$ cat src/rtl/phase_pkg.sv
// phase_pkg: shared constants and FSM state type for the phase generator.
//   IDX_BITS  : phase bits used as the sine table index
//   LUT_DEPTH : entries in the downstream sine table
//   INDEX_W   : width of the index bus into the table
//   state_e   : IDLE (frozen) / RUN (ticking)
package phase_pkg;

   localparam int IDX_BITS  = 4;
   localparam int LUT_DEPTH = 16;
   localparam int INDEX_W   = 8;

   typedef enum logic {
      IDLE = 1'b0,
      RUN  = 1'b1
   } state_e;

endpackage

$ cat src/rtl/phase_gen_tick_div.sv
// tick_div: sample-rate prescaler.
//   clk        in  : system clock
//   reset      in  : synchronous active-high reset
//   run_i      in  : FSM is in RUN this cycle
//   enable_i   in  : enable request; low ends the run and clears the count
//   clear_i    in  : phase_clear pulse, restarts the period
//   div_act_i  in  : active tick period minus 1
//   tick_o     out : combinational, high in the cycle that closes a period
module tick_div #(
   parameter int DIV_WIDTH = 16
) (
   input  logic                 clk,
   input  logic                 reset,
   input  logic                 run_i,
   input  logic                 enable_i,
   input  logic                 clear_i,
   input  logic [DIV_WIDTH-1:0] div_act_i,
   output logic                 tick_o
);

   logic [DIV_WIDTH-1:0] cnt_q;
   logic [DIV_WIDTH-1:0] cnt_d;

   assign tick_o = run_i && (cnt_q == div_act_i);

   always_comb begin
      cnt_d = cnt_q + 1'b1;
      // Count sits at 0 whenever the generator is not actively running,
      // so a fresh RUN always starts a full period.
      if (clear_i || !run_i || !enable_i || tick_o) begin
         cnt_d = '0;
      end
   end

   always_ff @(posedge clk) begin
      if (reset) begin
         cnt_q <= '0;
      end else begin
         cnt_q <= cnt_d;
      end
   end

endmodule

$ cat src/rtl/phase_gen.sv
// phase_gen: phase-accumulator front end for the 16-entry sine table.
//   clk         in  : system clock, rising edge
//   reset       in  : synchronous active-high reset
//   enable      in  : 1 = RUN, 0 = IDLE (freeze)
//   phase_clear in  : zeroes accumulator, prescaler and index outputs
//   tune_in     in  : phase increment per tick
//   div_in      in  : tick period minus 1, in clocks
//   tune_load   in  : captures tune_in/div_in into the shadow registers
//   tune_busy   out : shadow holds a value not yet applied
//   index       out : {0, acc top 4 bits}, registered
//   index_valid out : one-cycle pulse after each tick
module phase_gen
   import phase_pkg::*;
#(
   parameter int ACC_WIDTH = 16,
   parameter int DIV_WIDTH = 16
) (
   input  logic                 clk,
   input  logic                 reset,
   input  logic                 enable,
   input  logic                 phase_clear,
   input  logic [ACC_WIDTH-1:0] tune_in,
   input  logic [DIV_WIDTH-1:0] div_in,
   input  logic                 tune_load,
   output logic                 tune_busy,
   output logic [INDEX_W-1:0]   index,
   output logic                 index_valid
);

   state_e               state_q;
   logic [ACC_WIDTH-1:0] acc_q;
   logic [ACC_WIDTH-1:0] tune_act_q;
   logic [DIV_WIDTH-1:0] div_act_q;
   logic [ACC_WIDTH-1:0] tune_sh_q;
   logic [DIV_WIDTH-1:0] div_sh_q;
   logic                 pending_q;
   logic [INDEX_W-1:0]   index_q;
   logic                 index_valid_q;

   logic                 tick;
   logic                 apply;
   logic [ACC_WIDTH-1:0] acc_sum;
   logic [INDEX_W-1:0]   index_d;

   tick_div #(
      .DIV_WIDTH (DIV_WIDTH)
   ) u_tick_div (
      .clk       (clk),
      .reset     (reset),
      .run_i     (state_q == RUN),
      .enable_i  (enable),
      .clear_i   (phase_clear),
      .div_act_i (div_act_q),
      .tick_o    (tick)
   );

   assign acc_sum = acc_q + tune_act_q;
   assign index_d = {{(INDEX_W-IDX_BITS){1'b0}}, acc_sum[ACC_WIDTH-1 -: IDX_BITS]};

   // In RUN the shadow is only promoted on a tick boundary so a sample never
   // mixes old and new settings; in IDLE nothing is being produced, so it is
   // promoted straight away. phase_clear suppresses the tick and the apply.
   assign apply = pending_q && !phase_clear && ((state_q == RUN) ? tick : 1'b1);

   always_ff @(posedge clk) begin
      if (reset) begin
         state_q       <= IDLE;
         acc_q         <= '0;
         tune_act_q    <= '0;
         div_act_q     <= '0;
         tune_sh_q     <= '0;
         div_sh_q      <= '0;
         pending_q     <= 1'b0;
         index_q       <= '0;
         index_valid_q <= 1'b0;
      end else begin
         case (state_q)
            IDLE:    if (enable)  state_q <= RUN;
            RUN:     if (!enable) state_q <= IDLE;
            default: state_q <= IDLE;
         endcase

         if (phase_clear) begin
            acc_q         <= '0;
            index_q       <= '0;
            index_valid_q <= 1'b0;
         end else if (tick) begin
            // Sum uses the current tuning word; an apply on this same edge
            // only affects the following tick.
            acc_q         <= acc_sum;
            index_q       <= index_d;
            index_valid_q <= 1'b1;
         end else begin
            index_valid_q <= 1'b0;
         end

         if (apply) begin
            tune_act_q <= tune_sh_q;
            div_act_q  <= div_sh_q;
         end

         // A load coincident with an apply re-arms pending with the new shadow.
         if (tune_load) begin
            tune_sh_q <= tune_in;
            div_sh_q  <= div_in;
            pending_q <= 1'b1;
         end else if (apply) begin
            pending_q <= 1'b0;
         end
      end
   end

   assign tune_busy   = pending_q;
   assign index       = index_q;
   assign index_valid = index_valid_q;

endmodule

$ cat config.mk
export PLATFORM = sky130hd
export DESIGN_NAME = phase_gen
export DESIGN_NICKNAME = d
export VERILOG_FILES = /design/src/rtl/phase_pkg.sv /design/src/rtl/phase_gen_tick_div.sv /design/src/rtl/phase_gen.sv
export SDC_FILE = /design/constraint.sdc
export NUM_CORES = 1
export LEC_CHECK = 0
export CAP_MARGIN = 20
export CELL_PAD_IN_SITES_DETAIL_PLACEMENT = 1
export CELL_PAD_IN_SITES_GLOBAL_PLACEMENT = 2
export CORE_ASPECT_RATIO = 1.1
export CORE_MARGIN = 4
export CORE_UTILIZATION = 36
export DETAILED_ROUTE_END_ITERATION = 10
export PLACE_DENSITY_LB_ADDON = 0.1
export SYNTH_ARGS = -nofsm -noshare
export SYNTH_HDL_FRONTEND = slang
export SYNTH_SLANG_ARGS = --single-unit
export TNS_END_PERCENT = 100
$ cat constraint.sdc
create_clock -name clk -period 2.8 [get_ports clk]
set_input_delay 0.84 -clock clk [delete_from_list [all_inputs] [get_ports clk]]
set_output_delay 0.84 -clock clk [all_outputs]
set_load 0.01 [all_outputs]
==> impl_metrics.env <==
export IMPL_syn_area_per_cell_sq_um=9.68
export IMPL_die_width_microns=114
export IMPL_antenna_found_initial=0
export IMPL_synthToLayoutAreaGrowth_pct=18.0
export IMPL_io_pins=47
export IMPL_path_class="reg2reg"
export IMPL_cts_hold_fix_buffers=0
export IMPL_ys_ff_latch=99
export IMPL_postCtsResizedCells=0
export IMPL_skew_ns=0.00761
export IMPL_grt_util_met1_pct=16.4
export IMPL_drv_slew=0
export IMPL_via_per_inst=4.90
export IMPL_drcViolationCount=0
export IMPL_postCtsSetupBuffers=0
export IMPL_fp_coreArea_sq_um=12000
export IMPL_track_usage_pct=14.6
export IMPL_wl_microns=9670
export IMPL_synth_top_area_cell="dfxtp_1"
export IMPL_fillCellCount=1366
export IMPL_grt_pass1_vias=3394
export IMPL_cts_root_buf="clkbuf_16"
export IMPL_maxCapViolations=0
export IMPL_io_buffer_count=42
export IMPL_p_sw_uw=692
export IMPL_slew_headroom_pct=59.5
export IMPL_gp_congestion=0.777
export IMPL_ys_warn_count=0
export IMPL_wire_per_inst_microns=14.9
export IMPL_antenna_left=0
export IMPL_worst_pin_slew_ns=0.608
export IMPL_cp_max_fo=3
export IMPL_whs_endpoint="acc_q[10]"
export IMPL_worst_hold_path_num_cells=2
export IMPL_powerDensity_nw_per_um2=554
export IMPL_synthCells=457
export IMPL_cp_end_kind="flop"
export IMPL_synthTopCellsByCount="99 x dfxtp_1, 98 x nor2_1, 71 x mux2i_1"
export IMPL_fmax_ghz=0.380
export IMPL_vdd_drop_max_v=0.000284
export IMPL_insertion_delay_ns=0.35
export IMPL_synth_top_flop_cell="dfxtp_1"
export IMPL_cp_data_required_time_ns=3.03
export IMPL_period_share_pct=94.0
export IMPL_die_area_sq_um=14100
export IMPL_cts_tree="done"
export IMPL_synth_most_common_cell="dfxtp_1"
export IMPL_rows=42
export IMPL_cts_path_max_buffers=2
export IMPL_rsz0062_at_grt="no"
export IMPL_grt_max_degree=56
export IMPL_finalHoldViolCount=0
export IMPL_start_kind="flop"
export IMPL_synth_async_reset_ratio_pct=0
export IMPL_min_period_ns=2.63
export IMPL_clk_pin_slew_ns=0.07
export IMPL_syn_cell_area_sq_um=4420
export IMPL_reg2regPathDepth=10
export IMPL_hold_path_class="reg2reg"
export IMPL_seqPwrFrac_pct=51.0
export IMPL_antenna_cells=0
export IMPL_rrSetupSlack_ns=0.17
export IMPL_p_clk_share_pct=40.7
export IMPL_regArea_sq_um=1980
export IMPL_synth_edf_count=0
export IMPL_vias=3187
export IMPL_outcome="completed"
export IMPL_setup_viol=0
export IMPL_p_total_mw=2.89
export IMPL_grt_met3_usage_pct=2.67
export IMPL_nets=545
export IMPL_cts_max_level=3
export IMPL_combPwrFrac_pct=8.3
export IMPL_fin_tns_setup_ns=0
export IMPL_grt_busiest_layer="met2"
export IMPL_p_leak_nw=2.46
export IMPL_drtIter0Drc=101
export IMPL_clock_sink_count=99
export IMPL_drive_gt1_share_pct=6.85
export IMPL_grt_overflow_total=0
export IMPL_cts_buffers=9
export IMPL_ys_seq_area_share_pct=44.8
export IMPL_worstPathArrival_ns=2.87
export IMPL_met2_usage_pct=26.4
export IMPL_netlist_area_leader_share_pct=44.8
export IMPL_hp_start="acc_q[10]"
export IMPL_synth_area_top_cells="dfxtp_1 45%, mux2i_1 16%, nor2_1 8.3%"
export IMPL_switching_share_pct=23.9
export IMPL_die_y_microns=124
export IMPL_initial_core_util_pct=36.8
export IMPL_synth_distinct_cells=44
export IMPL_reg2reg_from="acc_q[0]"
export IMPL_hpwl_microns=6910
export IMPL_r2r_end="acc_q[14]"
export IMPL_grt_pass1_wl_microns=16500
export IMPL_firstDrtPassIters=4
export IMPL_multi_input_area_sq_um=2270
export IMPL_p_int_mw=2.20
[power by group through the flow]
stage / sequential, mW / clock (mW) / combinational (mW)
floorplan: 1.50 / 0 / 0.160
global placement: 1.51 / 0 / 0.242
detailed placement: 1.51 / 0 / 0.245
CTS: 1.47 / 1.23 / 0.246
global route: 1.48 / 1.30 / 0.265
finish: 1.47 / 1.18 / 0.240
[metal layers]
metal  up-vias  wire length, microns
met3        11                   170
li1       1616                     -
met4         0                   192
met1      1538                  4090
met5         -                     0
met2        22                  5220
[layout by cell type, fill, tap and decap left out, types with 2 or more instances in the layout]
| cell type | instances |
|---|---|
| dfxtp_1 | 99 |
| nor2_1 | 98 |
| mux2i_1 | 71 |
| clkdlybuf4s50_1 | 40 |
| xor2_1 | 31 |
| a21oi_1 | 18 |
| ha_1 | 16 |
| nand2_1 | 12 |
| nand3_1 | 12 |
| clkbuf_16 | 9 |
| xnor2_1 | 8 |
| o21ai_0 | 6 |
| a21o_1 | 6 |
| nor4_1 | 5 |
| nand4_1 | 5 |
| and3_1 | 5 |
| or3_1 | 4 |
| conb_1 | 4 |
| buf_4 | 4 |
| inv_1 | 3 |
| a21oi_2 | 3 |
| nand2b_1 | 2 |
| clkinv_2 | 2 |
| o21ai_1 | 2 |
| a311o_1 | 2 |
| a31oi_1 | 2 |
| o21bai_1 | 2 |
| clkinvlp_4 | 2 |
| buf_2 | 2 |
| buf_12 | 2 |
[per-stage QoR]
stage / std cells / worst slack (ns) / util [%] / cell area, sq um / hold WS (ns)
after floorplan: 460 / 0.376 / - / 4440 / 0.434
after global placement: 634 / 0.224 / 41.0 / 4940 / 0.449
after detailed placement: 634 / 0.163 / 41.0 / 4940 / 0.454
after CTS: 650 / 0.120 / 43.4 / 5220 / 0.464
after global routing: 650 / 0.0328 / 43.4 / 5220 / 0.504
final: 650 / 0.168 / 43.4 / 5220 / 0.460
[cell type report]
| type | count | area share (%) |
|---|---|---|
| multi-input cells | 329 | 43.5 |
| flip-flops and latches | 99 | 38.0 |
| repair buffers | 48 | 9.20 |
| clock buffers | 11 | 4.65 |
| well taps | 154 | 3.69 |
| clock inverters | 5 | 0.719 |
| inverters | 4 | 0.312 |
[worst max-delay path, stage by stage, from the launching register on]
cell and delay [ns]:
dfxtp_1 0.32, ha_1 0.23, fa_1 0.44, a21oi_2 0.18
o21ai_1 0.10, a21oi_2 0.24, o21ai_2 0.11, a311o_1 0.38
a21oi_1 0.16, nor4_1 0.06, a311o_1 0.32
[how the worst max path moves through the flow]
stage	slack (ns)	start	cells after the start	to
floorplan	0.38	acc_q[0]	10	acc_q[14]
global placement	0.22	acc_q[0]	10	acc_q[14]
detailed placement	0.16	acc_q[0]	10	acc_q[14]
CTS	0.12	acc_q[0]	10	acc_q[14]
global route	0.03	acc_q[0]	10	acc_q[14]
finish	0.17	acc_q[0]	10	acc_q[14]
[sequential cells by signal, indices dropped and copies added, names as in the netlist]
register / cells
tune_busy: 1
acc_q: 16
state_q: 1
tune_sh_q: 16
div_sh_q: 16
index_valid: 1
tune_act_q: 16
u_tick_div.cnt_q: 16
div_act_q: 16
[kinds of logic after synthesis]
family,Yosys count,synth area share (%)
simple gates,152,15.2
xor+xnor,39,7.72
other cells,1,0.0848
buf+inv,32,4.19
compound gates,46,7.01
mux,71,16.1
fa+ha+maj,17,4.98
flops,99,44.8
No activity file was read; power rests on OpenSTA's default activity.
